<file path="src/rtl/serial_subtractor32_if.sv">
// rtl/serial_subtractor32_if.sv - operand/result handshake bundle for the serial subtractor
interface serial_subtractor32_if #(
    parameter int W = 32
);
    logic         in_valid;
    logic         in_ready;
    logic [W-1:0] minuend;
    logic [W-1:0] subtrahend;
    logic         bin;
    logic         out_valid;
    logic         out_ready;
    logic [W-1:0] diff;
    logic         bout;
    logic         ovf;
    logic         zero;

    modport master (
        output in_valid, minuend, subtrahend, bin, out_ready,
        input  in_ready, out_valid, diff, bout, ovf, zero
    );

    modport slave (
        input  in_valid, minuend, subtrahend, bin, out_ready,
        output in_ready, out_valid, diff, bout, ovf, zero
    );
endinterface

</file>
<file path="src/rtl/serial_subtractor32.sv">
// rtl/serial_subtractor32.sv - slice-serial A - B - bin subtractor with borrow, overflow and zero flags
module serial_subtractor32 #(
    parameter int SLICE_W = 8,
    parameter int SLICES  = 4
) (
    input logic                  clk,
    input logic                  rst_n,
    serial_subtractor32_if.slave bus
);
    localparam int W  = SLICE_W * SLICES;
    localparam int KW = (SLICES > 1) ? $clog2(SLICES) : 1;
    localparam logic [KW-1:0] K_LAST = KW'(SLICES - 1);

    typedef enum logic [1:0] {
        IDLE = 2'd0,
        CALC = 2'd1,
        DONE = 2'd2
    } state_t;

    state_t          state_q, state_d;
    logic [KW-1:0]   k_q, k_d;
    logic [W-1:0]    a_q, a_d;
    logic [W-1:0]    b_q, b_d;
    logic            bin_q, bin_d;
    logic            borrow_q, borrow_d;
    logic [W-1:0]    diff_q, diff_d;
    logic            bout_q, bout_d;
    logic            ovf_q, ovf_d;
    logic            zero_q, zero_d;
    logic            in_ready_q, in_ready_d;
    logic            out_valid_q, out_valid_d;

    logic [SLICE_W-1:0] a_slice;
    logic [SLICE_W-1:0] b_slice;
    logic               borrow_in;
    logic [SLICE_W:0]   slice_res;

    // One slice of subtraction per cycle; the extra top bit of slice_res is the slice borrow.
    always_comb begin
        a_slice   = a_q[int'(k_q)*SLICE_W +: SLICE_W];
        b_slice   = b_q[int'(k_q)*SLICE_W +: SLICE_W];
        borrow_in = (k_q == '0) ? bin_q : borrow_q;
        slice_res = {1'b0, a_slice} - {1'b0, b_slice} - {{SLICE_W{1'b0}}, borrow_in};
    end

    // Next-state, datapath and registered handshake outputs.
    always_comb begin
        state_d     = state_q;
        k_d         = k_q;
        a_d         = a_q;
        b_d         = b_q;
        bin_d       = bin_q;
        borrow_d    = borrow_q;
        diff_d      = diff_q;
        bout_d      = bout_q;
        ovf_d       = ovf_q;
        zero_d      = zero_q;
        in_ready_d  = in_ready_q;
        out_valid_d = out_valid_q;

        case (state_q)
            IDLE: begin
                if (bus.in_valid && in_ready_q) begin
                    a_d        = bus.minuend;
                    b_d        = bus.subtrahend;
                    bin_d      = bus.bin;
                    k_d        = '0;
                    in_ready_d = 1'b0;
                    state_d    = CALC;
                end
            end
            CALC: begin
                diff_d[int'(k_q)*SLICE_W +: SLICE_W] = slice_res[SLICE_W-1:0];
                borrow_d = slice_res[SLICE_W];
                if (k_q == K_LAST) begin
                    // Flags are derived from the fully assembled difference of this edge.
                    bout_d      = slice_res[SLICE_W];
                    ovf_d       = (a_q[W-1] != b_q[W-1]) && (diff_d[W-1] != a_q[W-1]);
                    zero_d      = (diff_d == '0);
                    out_valid_d = 1'b1;
                    state_d     = DONE;
                end else begin
                    k_d = k_q + KW'(1);
                end
            end
            DONE: begin
                if (bus.out_ready) begin
                    out_valid_d = 1'b0;
                    in_ready_d  = 1'b1;
                    state_d     = IDLE;
                end
            end
            default: begin
                state_d     = IDLE;
                in_ready_d  = 1'b1;
                out_valid_d = 1'b0;
            end
        endcase
    end

    // State register; reset aborts any operation and leaves the block ready in IDLE.
    always_ff @(posedge clk) begin
        if (!rst_n) begin
            state_q     <= IDLE;
            k_q         <= '0;
            a_q         <= '0;
            b_q         <= '0;
            bin_q       <= 1'b0;
            borrow_q    <= 1'b0;
            diff_q      <= '0;
            bout_q      <= 1'b0;
            ovf_q       <= 1'b0;
            zero_q      <= 1'b0;
            in_ready_q  <= 1'b1;
            out_valid_q <= 1'b0;
        end else begin
            state_q     <= state_d;
            k_q         <= k_d;
            a_q         <= a_d;
            b_q         <= b_d;
            bin_q       <= bin_d;
            borrow_q    <= borrow_d;
            diff_q      <= diff_d;
            bout_q      <= bout_d;
            ovf_q       <= ovf_d;
            zero_q      <= zero_d;
            in_ready_q  <= in_ready_d;
            out_valid_q <= out_valid_d;
        end
    end

    // Handshake outputs are forced low while reset is held.
    assign bus.in_ready  = in_ready_q & rst_n;
    assign bus.out_valid = out_valid_q & rst_n;
    assign bus.diff      = diff_q;
    assign bus.bout      = bout_q;
    assign bus.ovf       = ovf_q;
    assign bus.zero      = zero_q;
endmodule

</file>
<file path="src/flat_wrapper.sv">
// flat-port wrapper written by rule: the top's interface ports become plain ports
module serial_subtractor32_flat 
#(
    parameter int SLICE_W = 8,
    parameter int SLICES  = 4
)
  (clk, rst_n, bus_in_valid, bus_minuend, bus_subtrahend, bus_bin, bus_out_ready, bus_in_ready, bus_out_valid, bus_diff, bus_bout, bus_ovf, bus_zero);
  serial_subtractor32_if #(.W(32)) bus_i ();
  input logic clk;
  input logic rst_n;
  input wire logic [$bits(bus_i.in_valid)-1:0] bus_in_valid;
  input wire logic [$bits(bus_i.minuend)-1:0] bus_minuend;
  input wire logic [$bits(bus_i.subtrahend)-1:0] bus_subtrahend;
  input wire logic [$bits(bus_i.bin)-1:0] bus_bin;
  input wire logic [$bits(bus_i.out_ready)-1:0] bus_out_ready;
  output wire logic [$bits(bus_i.in_ready)-1:0] bus_in_ready;
  output wire logic [$bits(bus_i.out_valid)-1:0] bus_out_valid;
  output wire logic [$bits(bus_i.diff)-1:0] bus_diff;
  output wire logic [$bits(bus_i.bout)-1:0] bus_bout;
  output wire logic [$bits(bus_i.ovf)-1:0] bus_ovf;
  output wire logic [$bits(bus_i.zero)-1:0] bus_zero;
  assign bus_i.in_valid = bus_in_valid;
  assign bus_i.minuend = bus_minuend;
  assign bus_i.subtrahend = bus_subtrahend;
  assign bus_i.bin = bus_bin;
  assign bus_i.out_ready = bus_out_ready;
  assign bus_in_ready = bus_i.in_ready;
  assign bus_out_valid = bus_i.out_valid;
  assign bus_diff = bus_i.diff;
  assign bus_bout = bus_i.bout;
  assign bus_ovf = bus_i.ovf;
  assign bus_zero = bus_i.zero;
  serial_subtractor32 #(.SLICE_W(SLICE_W), .SLICES(SLICES)) u_core (.clk(clk), .rst_n(rst_n), .bus(bus_i));
endmodule
</file>
<file path="config.mk">
export PLATFORM = sky130hd
export DESIGN_NAME = serial_subtractor32_flat
export DESIGN_NICKNAME = d
export VERILOG_FILES = /design/src/rtl/serial_subtractor32_if.sv /design/src/rtl/serial_subtractor32.sv /design/src/flat_wrapper.sv
export SDC_FILE = /design/constraint.sdc
export NUM_CORES = 1
export LEC_CHECK = 0
export CELL_PAD_IN_SITES_DETAIL_PLACEMENT = 1
export CELL_PAD_IN_SITES_GLOBAL_PLACEMENT = 2
export CORE_MARGIN = 4
export CORE_UTILIZATION = 30
export DETAILED_ROUTE_END_ITERATION = 8
export PLACE_DENSITY_LB_ADDON = 0.1
export SYNTH_ARGS = -nofsm -noshare
export SYNTH_HDL_FRONTEND = slang
export SYNTH_SLANG_ARGS = --single-unit
</file>
<file path="constraint.sdc">
create_clock -name clk -period 7.2 [get_ports clk]
set_input_delay 0.72 -clock clk [delete_from_list [all_inputs] [get_ports clk]]
set_output_delay 0.72 -clock clk [all_outputs]
set_load 0.05 [all_outputs]
</file>
Word level (Yosys, flattened, before mapping). Cells that the tools add are included.

Add/subtract/negate cells: 4. Equality and inequality tests: 9. Shifts and indexed selects: 4. Mux-type cells: 15. Bitwise gates (word level): 4. Reduce and logical (&&, ||, !) cells: 12.

Operators by type and width (count): 32-bit by 6-bit indexed part select with 8-bit output (2); 5-bit negation with 33-bit output (1); 8-bit by 33-bit variable shift with 32-bit output (first input constant) (1); 8-bit by 33-bit indexed part select with 32-bit output (1); 32-bit bitwise mux (1); 32-bit logical NOT (1); 3-bit AND reduction (4); 2-bit 2-to-1 mux (5); 8-bit by 8-bit subtractor with 9-bit output (1); 9-bit by 1-bit subtractor with 9-bit output (1); 1-bit case mux with 3 select lines (2); 2-bit case mux with 3 select lines (1); 1-bit 2-to-1 mux (5); 2-bit == test (second input constant) (2); 2-bit logical NOT (2); 2-bit by 1-bit != test with 1-bit output (second input constant) (2); 2-bit != test (second input constant) (2); 2-bit case mux with 2 select lines (1); 2-bit AND reduction (2); 2-bit by 1-bit adder with 2-bit output (second input constant) (1); 1-bit bitwise AND (2); 2-bit by 1-bit == test with 1-bit output (second input constant) (1); 1-bit logical AND (2); 1-bit != test (2); 2 further kinds (3).

Flip-flop bits (word level): 107. Input bits: 69. Output and inout bits: 37. Logic and storage cells: 60.

Depth between registers and ports, before layout. Gate-level depths: netlist of the first run.

Word-level depth: 7. Gate-level depth with buffers: 13. Gate-level depth less buffers: 12.

Least setup slack after synthesis of the first run. OpenSTA, ideal clock, no wires.

Path kind: flip-flop to flip-flop. Start: register u_core.k_q[0]. End: register u_core.diff_q[6], in the netlist u_core.bus.diff[6]. Arrival time: 3329 ps. Path slack: 3805 ps. Cell stages (with the launch flop): 14. Buffers on the path: 3. Path through: dfxtp_1 > buf_6 > buf_2 > clkbuf_1 > mux4_2 > fa_1 > inv_1 > fa_1 > nand2b_1 > a2111oi_0 > nor2_1 > xnor2_1 > a22oi_1 > nor2b_1.

Word-level cells in the longest chain between the ends: 5. Elaborated cells between the ends (all ways): 10. Classes of those cells: 3 x add/sub; 4 x shift; 2 x mux; 1 x reduce/logical.

RTL lines: from (decl) (line serial_subtractor32.sv:21) `logic [KW-1:0] k_q, k_d;`; from (signal assigned) (line serial_subtractor32.sv:118) `k_q <= k_d;`; 32-bit by 6-bit indexed part select with 8-bit output (tied with other cells) (line serial_subtractor32.sv:40) `a_slice = a_q[int'(k_q)*SLICE_W +: SLICE_W];`; 8-bit by 8-bit subtractor with 9-bit output / 1-bit 2-to-1 mux (equally long branches) (line serial_subtractor32.sv:43, serial_subtractor32.sv:42); 9-bit by 1-bit subtractor with 9-bit output (line serial_subtractor32.sv:43) `slice_res = {1'b0, a_slice} - {1'b0, b_slice} - {{SLICE_W{1'b0}}, borrow_in};`; 8-bit by 33-bit indexed part select with 32-bit output (line serial_subtractor32.sv:73) `diff_d[int'(k_q)*SLICE_W +: SLICE_W] = slice_res[SLICE_W-1:0];`; 32-bit bitwise mux * (line serial_subtractor32.sv:73); to (signal assigned) (line serial_subtractor32.sv:123) `diff_q <= diff_d;`; to (decl) (line serial_subtractor32.sv:26) `logic [W-1:0] diff_q, diff_d;`.

Every way passes the cells marked *; elsewhere a longest branch is shown, timed or not. A chain may end at the register's enable or synchronous reset.

Worst setup path in the final report of the first run. Same ends and word-level chain as after synthesis.

==> run summary, run 1 <==
The length of the first detailed-routing pass in iterations came out at 4. In the final design database the tool counted around 770 nets. The clock tree from TritonCTS is done. The classification of the worst-slack hold path is reg2reg. The count of endpoints failing hold in the final timing report came out at 0. The number of nets with antenna violations after detailed routing came out at 0.

The detailed-route wire length came out at 14.8 mm. The final setup violation count came out at 0. The number of cells traversed by the worst hold path is 2. The switching power as a share of total power came out at 31.0%.

The number of warning messages in the yosys log came out at 0. The average wire length per cell after detail routing is 16.4 microns. The number of antenna diodes in the final layout is 0. The post-cts repair resize count came out at 0. The worst clock skew is 0.0105 ns. The portion of the post-synthesis area used by sequential elements came out at 41.0%. The destination of the worst hold path is u_core.out_valid_q.

In this design, the largest share of critical-path delay is due to adder cells. The starting density of the core is 31.1%. By area, the combinational part of the netlist is dominated by simple AND/OR/NAND/NOR gates. The clock tree buffer depth is 2. In this run the tightest slew margin relative to its limit is 32.8%. The number of fill cells in the layout came out at 1935. The minimum clock period is 4.39 ns. The number of synthesized register bits is 107. The ratio of cells with drive above 1 in the final layout came out at 6.89%.

The post-synth design cell area came out at 5230 sq um. The number of standard cells in the layout, taps in and fillers out is 902. The startpoint identified for the worst register-to-register timing path is u_core.k_q[0]. The number of hold buffers added after CTS was 0. The data required time at the worst endpoint came out at 7.49 ns.

At the pin with the least slew margin, the transition time is slightly below 1 ns. The flow ran to the end, and the final reports show no timing, DRC or antenna violations. Summing over every cut layer, the via total after detailed routing is about 4400. The number of I/O pins came out at between 100 and 150.

The maximum clock frequency came out at 228 MHz. The signal on the critical path passes through buf_4 -> inv_1 -> ha_1 -> mux2_2 -> fa_1 -> inv_1 -> fa_1 -> nand2b_1 -> a2111oi_0 -> nor2_1 -> xnor2_1 -> a22oi_1 -> nor2b_1. STA classifies the critical path endpoint as a flip-flop. Counting buffers and inverters, the worst setup path is 13 cells deep. The number of different library cells used by synthesis comes to 51. The die covers 19600 sq um.

The largest single stage delay on the critical path is approximately 0.75 ns. The synthesized netlist devotes 1.34% of its cell area to XOR and XNOR gates. The number of post-CTS setup repair buffers came out at 0. When the netlist entered floorplanning its net count stood at 678.

In this run the power spent charging and discharging nets is 464 uW. Among all flip-flop cells after synthesis, the most frequent one is sky130_fd_sc_hd__dfxtp_1. The critical path buffer and inverter count is 3. The HPWL reported at the end of detailed placement is 11.0 mm. The category of the worst setup path launch point is a flip-flop. The relative area change from synthesis to final layout is 29.2%. The worst hold path begins at u_core.out_valid_q. The placer congestion estimate is roughly 0.84.

The sequential cells in the finished layout cover a total of 2140 sq um. The via count of the first global-routing pass is 4695. The CTS sink count came out at between 100 and 150.

The adder and majority gate portion of the synthesized area is 5.08%. The number of max-cap violations came out at 0. In this run the mean area of a mapped cell was 8.87 sq um.

The static leakage power is 0.00235 uW. The vertical extent of the die came out at between 100 and 150 microns. The tree is rooted in a sky130_fd_sc_hd__clkbuf_16. The total negative setup slack is 0 ns. The cell count after synthesis is between 500 and 600. The design internal power is 1030 uW. After synthesis, the share of cell area in mux cells is slightly below 8%. The core area is between 15000 and 20000 sq um. The number of antenna violations at the first check in global routing is 0.

Total power for the finished layout comes to 1490 uW. The number of placed instances, taps included, is approximately 900. The portion of total power attributed to the clock network is about 32%. The per-cell via count in the routed design is slightly below 5. The worst hold margin is roughly 0.47 ns. In the layout the commonest cells are sky130_fd_sc_hd__nand2_1, sky130_fd_sc_hd__dfxtp_1, sky130_fd_sc_hd__clkdlybuf4s50_1. The critical path is of the reg2reg type.

The largest individual stage delay along the critical path comes from the cell sky130_fd_sc_hd__dfxtp_1. The count of final max-slew check failures came out at 0. Of the total synthesized cell area, the portion taken by AND, OR, NAND and NOR gates is 20.7%.

The final worst-path cycle share came out at 61.0%. The area occupied by multi-input gates came out at about 2900 sq um. The cell row count came out at 47. The total CTS buffers is 9. The sequential cell fraction of total power came out at a little over two fifths.

The remaining global-route overflow is 0. The register-to-register setup slack came out at ~2.8 ns. The share of synthesized flip-flops with an asynchronous set or reset is 0%. The synthesized design contains 0 enable-type register cells.

The critical-path maximum fanout came out at 17. Counting cells, the worst reg-to-reg path comes to 13. The compound-cell area share of the yosys netlist came out at 19.5%. The peak supply drop is 0.000135 V.

The die boundary width came out at 140 microns. Buffers placed on the I/O ports in this run total 105. The library cell used most frequently in the layout, excluding fill and tap cells, is sky130_fd_sc_hd__nand2_1. Power spread over the standard cell area amounts to around 220 nW/um^2. The pin count of the biggest net entering global routing came out at 111. The H-tree was split into 3 levels. STA puts the critical path data arrival time at 4.68 ns. The end of the worst register-to-register path is u_core.bus.diff[6]. The post-detailed-route DRC marker count came out at 0.

Setup repair after global routing left no endpoint under its margin. The first global-routing pass estimated 24.4 mm of wire. The proportion of power drawn by combinational gates is roughly a quarter.

The clock latency on the worst-skew pair is 0.36 ns. For this run, the total global-route usage over all layers was measured as 15.3%. The iteration-0 DRC count of the detailed router is 143.

After clock tree synthesis, the clock-pin slew on the worst setup and hold paths is 0.08 ns.
power groups by stage:
| stage | Combinational, uW | Sequential [uW] | Clock (uW) |
|---|---|---|---|
| global placement | 362 | 658 | 0 |
| global route | 401 | 648 | 522 |
| CTS | 370 | 645 | 503 |
| detailed placement | 369 | 659 | 0 |
| finish | 366 | 644 | 485 |
| floorplan | 228 | 662 | 0 |
cells in the mapped netlist, types with 2 or more instances:
cell                        instances  share of area, %
sky130_fd_sc_hd__nand2_1          147                11
sky130_fd_sc_hd__dfxtp_1          107                41
sky130_fd_sc_hd__a21boi_0          70                10
sky130_fd_sc_hd__nor2b_1           34               4.1
sky130_fd_sc_hd__a22oi_1           28               4.0
sky130_fd_sc_hd__clkbuf_1          28               2.0
sky130_fd_sc_hd__inv_1             26               1.9
sky130_fd_sc_hd__ha_1              18               4.3
sky130_fd_sc_hd__mux4_2            15               6.5
sky130_fd_sc_hd__nor2_1            13              0.93
sky130_fd_sc_hd__a21oi_1           11               1.1
sky130_fd_sc_hd__nand2b_1           9               1.1
sky130_fd_sc_hd__o21ai_0            9              0.86
sky130_fd_sc_hd__nor3_1             7              0.67
sky130_fd_sc_hd__and2_1             5              0.60
sky130_fd_sc_hd__nor4_1             5              0.60
sky130_fd_sc_hd__xnor2_1            5              0.84
sky130_fd_sc_hd__mux2_2             4              0.86
sky130_fd_sc_hd__nand3_1            4              0.38
sky130_fd_sc_hd__buf_2              3              0.29
sky130_fd_sc_hd__mux2i_1            3              0.57
sky130_fd_sc_hd__xor2_1             3              0.50
sky130_fd_sc_hd__a2111oi_0          2              0.34
sky130_fd_sc_hd__a41oi_1            2              0.34
sky130_fd_sc_hd__fa_1               2              0.77
sky130_fd_sc_hd__nor3_2             2              0.38
sky130_fd_sc_hd__o2111ai_1          2              0.34
sky130_fd_sc_hd__o21a_1             2              0.29
per-layer routing:
layer  track usage (%)  vias to the layer above  wire length, microns
met2              27.0                       70                  7440
li1                  -                     2196                     -
met4              5.20                        0                   302
met1              18.6                     2154                  6560
met5                 0                        -                     0
met3              3.14                       18                   502
sequential cells by signal (all words and copies together) (netlist names), 2 cells and up:
signal	flops
u_core.a_q	32
u_core.b_q	32
u_core.bus.diff	32
u_core.k_q	2
u_core.state_q	2
metrics by stage:
step	worst slack, ns	cell area, sq um	utilization [%]
2_1_floorplan	3.81	5230	-
3_3_place_gp	3.00	6460	38.4
3_5_place_dp	2.82	6460	38.4
4_1_cts	2.80	6750	40.1
5_1_grt	2.51	6750	40.1
6_report	2.81	6750	40.1
worst register-to-register path, stage by stage, from the launching register on:
cell,delay [ns]
sky130_fd_sc_hd__dfxtp_1,0.75
sky130_fd_sc_hd__buf_4,0.40
sky130_fd_sc_hd__inv_1,0.19
sky130_fd_sc_hd__ha_1,0.32
sky130_fd_sc_hd__mux2_2,0.27
sky130_fd_sc_hd__fa_1,0.16
sky130_fd_sc_hd__inv_1,0.06
sky130_fd_sc_hd__fa_1,0.42
sky130_fd_sc_hd__nand2b_1,0.18
sky130_fd_sc_hd__a2111oi_0,0.64
sky130_fd_sc_hd__nor2_1,0.19
sky130_fd_sc_hd__xnor2_1,0.46
sky130_fd_sc_hd__a22oi_1,0.17
sky130_fd_sc_hd__nor2b_1,0.13
worst max path at each step:
stage | start | to | slack [ns]
after floorplan | u_core.k_q[0] | u_core.bus.diff[6] | 3.81
after global placement | u_core.k_q[0] | u_core.bus.diff[6] | 3.00
after detailed placement | u_core.k_q[0] | u_core.bus.diff[6] | 2.82
after CTS | u_core.k_q[0] | u_core.bus.diff[30] | 2.80
after global routing | u_core.k_q[0] | u_core.bus.diff[30] | 2.51
final | u_core.k_q[0] | u_core.bus.diff[6] | 2.81
final cells by class:
type	count	share of cell area, %
clock buffer	12	3.80
clock inverter	4	0.501
inverter	26	1.45
multi-input combinational	423	42.4
sequential	107	31.7
tap	220	4.08
timing repair buffer	110	16.1
kinds of logic after synthesis:
family,count (synthesis)
buffers and inverters,59
flip-flops,107
XOR/XNOR,8
AO/OA/AOI/OAI,138
adder cells (fa/ha/maj),20
multiplexers,22
AND/OR/NAND/NOR,235
No activity file was read; power rests on OpenSTA's default activity.
==> run 2: changes to the inputs <==
--- a/config.mk
+++ b/config.mk
@@ -8,7 +8,7 @@
 export CELL_PAD_IN_SITES_DETAIL_PLACEMENT = 1
 export CELL_PAD_IN_SITES_GLOBAL_PLACEMENT = 2
 export CORE_MARGIN = 4
-export CORE_UTILIZATION = 30
+export CORE_UTILIZATION = 28
 export DETAILED_ROUTE_END_ITERATION = 8
 export PLACE_DENSITY_LB_ADDON = 0.1
 export SYNTH_ARGS = -nofsm -noshare
==> constraint.sdc (replaced) <==
create_clock -name clk -period 3.6 [get_ports clk]
set_input_delay 0.36 -clock clk [delete_from_list [all_inputs] [get_ports clk]]
set_output_delay 0.36 -clock clk [all_outputs]
set_load 0.05 [all_outputs]
==> run 2 against run 1 <==
Routed wire length rose by 7.1%. Clock skew fell by 0.0018 ns. Register-to-register slack got worse by 2.5 ns. Sequential cell count did not move. Fmax rose by 35%. Worst setup slack got worse by 2.5 ns. Critical path type unchanged. Critical endpoint is now u_core.bus.ovf. Largest cell class unchanged. Largest power group unchanged.
==> run summary, run 2 (synthesis gave the netlist of run 1 again) <==
The data arrival time at the worst-slack endpoint came out at 3.51 ns. The relative area change from synthesis to final layout came out at 31.5%. The critical-path maximum fanout came out at 8. The first detailed-routing pass ran for 4 iterations. The switching power summed over all nets came out at 947 uW. Leaving out fill and tap cells, the most frequent cell in the layout is sky130_fd_sc_hd__nand2_1.

VDD sags by at most 0.000233 V. For this design the static power due to leakage is 0.00241 uW. In the routed design, unresolved DRC markers number 0. The slew at the pin closest to its max-slew limit came out at 0.981 ns. Measured in cells, the most critical reg-to-reg path has a length of 12. The register area came out at 2140 sq um. In this run the deepest clock path goes through 2 buffers.

Headroom to the max-slew limit came out at 33.7%. The vertical extent of the die is 145 microns. The path with the worst hold slack has its endpoint at u_core.in_ready_q. The filler cells instantiated in the layout total between 2000 and 2500.

Among all stages on the critical path, the largest delay is contributed by sky130_fd_sc_hd__mux4_2. The critical path is of the reg2reg type. The remaining global-route overflow came out at 0. The initial utilization of the core area, before any placement, comes to 28.8%.

The critical path buffer and inverter count came out at 3. The worst clock skew is 0.00868 ns. The end of the worst register-to-register path is u_core.bus.ovf. The startpoint of the most critical hold path is rst_n.

The wire length of the first global-routing pass is between 20 and 30 mm. The proportion of power drawn by combinational gates is a little over a quarter. The number of I/O pins came out at ~110. CTS built an H-tree with a depth of 3. The area occupied by multi-input gates came out at around 2900 sq um. In the final layout, the share of cells above drive strength 1 is 8.37%. The wire-length estimate of the detail-placed layout is 12.0 mm.

The minimum clock period is 3.26 ns. Traced cell by cell, the critical path runs through buf_4 -> mux4_2 -> ha_1 -> inv_1 -> ha_1 -> o21a_1 -> o2111ai_1 -> a41oi_1 -> a211oi_4 -> buf_4 -> o21ai_0 -> and3_1. The post-placement worst setup slack is 0.202 ns. The sequential cell fraction of total power is 41.4%. For this run, the slowest stage of the critical path takes 0.53 ns. Setup repair after global routing left no endpoint under its margin. Once detail routing completed, the nets flagged for antenna violations numbered 0. After detailed routing, the number of vias per cell comes to 4.84. The run finished with clean final reports.

The number of antenna violations at the first check in global routing is 0. The number of buffers inserted by port buffering came out at 105. The portion of total power attributed to the clock network is 32.7%. The average wire length per cell after detail routing came out at 17.2 microns. The cell family with the largest share of critical-path delay is compound AO/OA/AOI/OAI gates. TritonCTS built the clock tree. The region available for standard cell placement spans approximately 18000 sq um. The master cell of the clock root buffer is sky130_fd_sc_hd__clkbuf_16. The maximum clock frequency is 307 MHz. The start of the worst register-to-register path is u_core.k_q[1]. The worst hold margin came out at 0.241 ns. The via count is around 4500. After clock tree synthesis, the flow added hold-fix buffers numbering 0. The via count of the first global-routing pass is 4901. The final critical path takes up a little over 90% of the cycle.

The net count of the finished layout is 777. In the global route stage, overall resource usage came out at 16.0%. STA classifies the critical path startpoint as a flip-flop.

The clock-pin transition on the worst setup and hold timing paths is 0.07 ns. The detailed-route wire length is 15.9 mm. The top cell types in the final layout, fill and taps aside, are sky130_fd_sc_hd__nand2_1, sky130_fd_sc_hd__dfxtp_1, sky130_fd_sc_hd__clkdlybuf4s50_1. The pin count of the biggest net entering global routing is ~110.

The final setup violation count came out at 0. For this design, the sink count on the clock tree is 107. The repair_antennas step left the layout with diodes totalling 0. The count of final max-slew check failures is 0. Tracing the worst setup path back leads to its startpoint at u_core.k_q[1]. The placer congestion estimate is 0.812. The total power density per cell area came out at ~450 nW/um^2. Buffers inserted during clock tree synthesis total 9. The total negative setup slack is 0 ns. The internal portion of the total power is 2160 uW. The number of max-cap violations is 0.

The floorplan step defined a die boundary enclosing 20900 sq um. The die boundary width is 145 microns. STA classifies the critical path endpoint as a flip-flop. The path class of the tightest hold or removal check is in2reg. The register-to-register setup slack came out at 0.34 ns. The number of cells traversed by the worst hold path is 2. The data required time at the worst endpoint came out at 3.85 ns. The count of endpoints failing hold in the final timing report is 0. The iteration-0 DRC count of the detailed router came out at 151. The clock latency on the worst-skew pair is roughly 0.36 ns. Setup slack closes at 0.339 ns. In this run the core area contains 49 standard-cell rows. The switching power as a share of total power is 30.5%.
-- run 2: cell types whose count changed in the layout (fill, tap and decap cells not counted), sizes merged --
| cell | before | now |
|---|---|---|
| bufinv | 0 | 1 |
| clkinv | 2 | 1 |
| inv | 27 | 26 |
| buf | 6 | 17 |
| clkinvlp | 1 | 2 |
-- run 2: worst max-delay path by stage --
stage	end	slack (ns)	cells after the start
after global routing	u_core.bus.ovf	0.08	13
after global placement	u_core.bus.diff[6]	0.27	12
final	u_core.bus.ovf	0.34	12
after detailed placement	u_core.bus.diff[6]	0.20	12
after floorplan	u_core.bus.diff[6]	0.21	13
after CTS	u_core.bus.diff[6]	0.17	12
-- run 2: area by class of cell --
| type | instances | area share [%] |
|---|---|---|
| multi-input combinational | 423 | 41.7 |
| sequential | 107 | 31.2 |
| timing repair buffer | 121 | 17.2 |
| tap | 229 | 4.17 |
| clock buffer | 12 | 3.59 |
| inverter | 26 | 1.42 |
| clock inverter | 4 | 0.729 |
-- run 2: worst reg2reg max path, stage by stage, from the launching register on --
cell                        delay, ns
sky130_fd_sc_hd__dfxtp_1         0.46
sky130_fd_sc_hd__buf_4           0.25
sky130_fd_sc_hd__mux4_2          0.53
sky130_fd_sc_hd__ha_1            0.30
sky130_fd_sc_hd__inv_1           0.04
sky130_fd_sc_hd__ha_1            0.35
sky130_fd_sc_hd__o21a_1          0.22
sky130_fd_sc_hd__o2111ai_1       0.19
sky130_fd_sc_hd__a41oi_1         0.10
sky130_fd_sc_hd__a211oi_4        0.29
sky130_fd_sc_hd__buf_4           0.18
sky130_fd_sc_hd__o21ai_0         0.07
sky130_fd_sc_hd__and3_1          0.17
-- run 2: metal layers --
metal  up-vias  GRT usage (%)  wire length [microns]
met4         0           4.61                    189
met2        68           29.2                   8370
met5         -              0                      0
met3        12           3.04                    471
li1       2223              -                      -
met1      2161           19.0                   6820
-- run 2: metrics by stage --
step	total power, uW	area [sq um]	util [%]	instances
finish	3110	6870	37.9	922
global route	3280	6870	37.9	922
detailed placement	2110	6550	36.1	904
CTS	3130	6850	37.7	920
global placement	2110	6550	36.1	904
floorplan	1780	5230	-	589
-- run 2: power by group through the flow --
| stage | Clock [uW] | Combinational, uW | Sequential (uW) |
|---|---|---|---|
| after global routing | 1100 | 892 | 1290 |
| after CTS | 1040 | 800 | 1290 |
| after floorplan | 0 | 456 | 1320 |
| final | 1010 | 807 | 1280 |
| after detailed placement | 0 | 796 | 1310 |
| after global placement | 0 | 791 | 1310 |
-- run 2: repair_timing --
action                                  CTS  global route
setup buffers                             0             2
endpoints found under the hold margin     0             0
gates resized for setup                   0             1
endpoints found under the setup margin    0             6
==> run 3: changes to the inputs <==
--- a/config.mk
+++ b/config.mk
@@ -5,6 +5,7 @@
 export SDC_FILE = /design/constraint.sdc
 export NUM_CORES = 1
 export LEC_CHECK = 0
+export CAP_MARGIN = 40
 export CELL_PAD_IN_SITES_DETAIL_PLACEMENT = 1
 export CELL_PAD_IN_SITES_GLOBAL_PLACEMENT = 2
 export CORE_MARGIN = 4
==> run 3 against run 2 <==
Non-clock buffer count is 1 higher. Clock-buffer cell count down 1. Die area did not move. Sequential share of layout area is 0.16 points lower. Worst setup slack worse by 0.076 ns. Cell area rose by 0.53%. Clock power about the same. Routed wire length shrank 0.15%. Critical path depth stayed put. Worst hold slack got worse by 0.0043 ns. Via count up 1.0%. Sequential power about the same. Largest cell class unchanged.
==> run summary, run 3 (synthesis gave the netlist of run 1 again) <==
The total negative setup slack is 0 ns. The worst hold margin came out at 0.236 ns. Once layout is complete, the utilization of the core stands at a little under two fifths.

The core region is ~18000 sq um. The register-to-register setup slack came out at around 0.26 ns. The length of the first detailed-routing pass in iterations came out at 4. The number of nets with antenna violations after detailed routing came out at 0. The clock-pin transition on the worst setup and hold timing paths is 0.07 ns. The sequential cell fraction of total power is 41.3%. The final setup violation count is 0.

In the layout the commonest cells are sky130_fd_sc_hd__nand2_1, sky130_fd_sc_hd__dfxtp_1, sky130_fd_sc_hd__clkdlybuf4s50_1. Leaving out fill and tap cells, the most frequent cell in the layout is sky130_fd_sc_hd__nand2_1. The switching power as a share of total power came out at 30.8%. The combined global-route utilization of all metal layers is 15.8%. The worst setup path is captured at a flip-flop. TritonCTS built the clock tree. The number of hold buffers added after CTS was 0. The design internal power is 2150 uW.

The tool flagged a number of max-cap violations equal to 0. For the worst setup path, the data required time is roughly 3.9 ns. The net count reported at finish came out at 778. The classification of the worst-slack hold path is in2reg. The data arrival time at the worst-slack endpoint is around 3.6 ns. Summing all flip-flop and latch instances after layout gives 2140 sq um.

The number of I/O pins came out at around 110. The post-placement worst setup slack is 0.187 ns. The area growth from synthesis to layout is 32.2%.

The setup slack of the critical path after layout is approximately 0.26 ns. In this run the most critical hold path is launched from rst_n. STA classifies the critical path startpoint as a flip-flop. The worst pin sits at a relative slew slack of 44.1%. After detailed routing, the number of remaining DRC violations is 0.

The detailed-route wire length came out at between 15 and 20 mm. The worst reg2reg path depth came out at 12. The area occupied by multi-input gates came out at between 2000 and 3000 sq um. In this run the tool buffered the top-level ports with 105 buffer cells. The number of setup buffers added after CTS is 0.

The minimum clock period is roughly 3.3 ns. Clock tree synthesis inserted a total of 9 buffers. The number of fill cells in the layout is 2106. The initialized floorplan defines 49 standard-cell rows. The average wire length per cell after detail routing came out at roughly 17 microns. Dividing total power by cell area gives a power density of 450 nW/um^2.

The ratio of cells with drive above 1 in the final layout is 8.65%. The share of total power dissipated in combinational logic is 25.5%. The final worst-path cycle share came out at 92.7%. The number of antenna cells inserted came out at 0.

The clock latency on the worst-skew pair came out at 0.36 ns. The iteration-0 DRC count of the detailed router is about 160. The die is 145 microns tall.

CTS placed an instance of sky130_fd_sc_hd__clkbuf_16 at the clock tree root. The number of cells traversed by the worst hold path is 2. The count of final max-slew check failures is 0. Derived from the worst setup path, the maximum achievable clock frequency is approximately 300 MHz. The path with the worst hold slack has its endpoint at u_core.in_ready_q. Dividing the detail-routed via count by the number of cells gives 4.89. After the flow finishes, the layout carries non-filler instances totaling 923. The placer congestion estimate is 0.812. The worst register-to-register path begins at u_core.k_q[0].

Setup repair after global routing left no endpoint under its margin. The initial utilization of the core area, before any placement, comes to 28.8%. The slew at the pin closest to its max-slew limit is 0.832 ns.

The portion of total power attributed to the clock network came out at around a third. The end of the worst register-to-register path is u_core.bus.zero. The clock tree synthesis step divided the H-tree into 3 levels. The pin count of the biggest net entering global routing is 67. The number of placed instances with taps included came out at 907. The HPWL reported at the end of detailed placement came out at 12.2 mm. Summed over all cells, the static leakage comes to 0.00244 uW.

For this design, the sink count on the clock tree is 107. The critical-path maximum fanout came out at 16. The count of endpoints failing hold in the final timing report came out at 0. The via count of the first global-routing pass came out at 4929. The worst setup path is of the reg2reg kind. The switching power summed over all nets came out at roughly 960 uW. The remaining global-route overflow came out at 0. The die boundary width is 145 microns. The number of antenna violations at the first check in global routing is 0. The flow ran to the end, and the final reports show no timing, DRC or antenna violations. The wire length of the first global-routing pass came out at 25.9 mm. The via count is 4509. The clock tree buffer depth came out at 2.

The worst clock skew is ~0.011 ns. The peak supply drop came out at 0.000249 V. The floorplan step defined a die boundary enclosing approximately 21000 sq um.
-- run 3: cell count changes in the layout (fill, tap and decap cells not counted) --
cell,delta
sky130_fd_sc_hd__clkinvlp_4,-1
sky130_fd_sc_hd__buf_2,+1
sky130_fd_sc_hd__clkbuf_1,-1
sky130_fd_sc_hd__inv_6,+1
sky130_fd_sc_hd__clkinv_4,+1
sky130_fd_sc_hd__buf_4,-2
sky130_fd_sc_hd__buf_12,+2
-- run 3: power by group through the flow --
stage / clock network [uW] / registers [uW] / logic, uW
3_3_place_gp: 0 / 1310 / 791
2_1_floorplan: 0 / 1320 / 456
4_1_cts: 1070 / 1290 / 804
3_5_place_dp: 0 / 1310 / 801
6_report: 1030 / 1280 / 794
5_1_grt: 1110 / 1290 / 872
-- run 3: per-stage QoR --
step	power, uW	instance area, sq um
after global placement	2110	6550
final	3110	6910
after CTS	3160	6900
after global routing	3270	6910
after detailed placement	2110	6600
after floorplan	1780	5230
-- run 3: layer usage --
metal	track usage [%]	routed length [microns]
met5	0	0
met4	5.89	319
met3	2.31	443
met2	28.9	8330
met1	18.7	6740
-- run 3: worst max-delay path, cell delays in order (launching register included) --
cell	delay, ns
sky130_fd_sc_hd__dfxtp_1	0.40
sky130_fd_sc_hd__buf_4	0.31
sky130_fd_sc_hd__mux4_2	0.55
sky130_fd_sc_hd__inv_1	0.09
sky130_fd_sc_hd__ha_1	0.23
sky130_fd_sc_hd__inv_1	0.07
sky130_fd_sc_hd__ha_1	0.27
sky130_fd_sc_hd__o21a_1	0.21
sky130_fd_sc_hd__o2111ai_1	0.19
sky130_fd_sc_hd__a41oi_1	0.10
sky130_fd_sc_hd__a211oi_4	0.44
sky130_fd_sc_hd__a41oi_1	0.25
sky130_fd_sc_hd__o21ai_1	0.16
-- run 3: worst max path at each step --
stage,from,endpoint,slack (ns),cells after the start
CTS,u_core.k_q[0],u_core.bus.diff[6],0.15,12
detailed placement,u_core.k_q[0],u_core.bus.diff[6],0.19,12
finish,u_core.k_q[0],u_core.bus.zero,0.26,12
global placement,u_core.k_q[0],u_core.bus.diff[6],0.27,12
global route,u_core.k_q[0],u_core.bus.zero,0.0009,12
floorplan,u_core.k_q[0],u_core.bus.diff[6],0.21,13
-- run 3: area by class of cell --
type	count	area share (%)
clock buffers	11	3.52
clock inverters	5	0.870
inverters	26	1.41
multi-input cells	423	41.5
flip-flops and latches	107	31.0
well taps	229	4.15
repair buffers	122	17.5
-- run 3: what timing repair did --
action                                  4_1_cts  5_1_grt
gates resized for setup                       0        1
hold endpoints to repair                      0        0
endpoints found under the setup margin        0        4
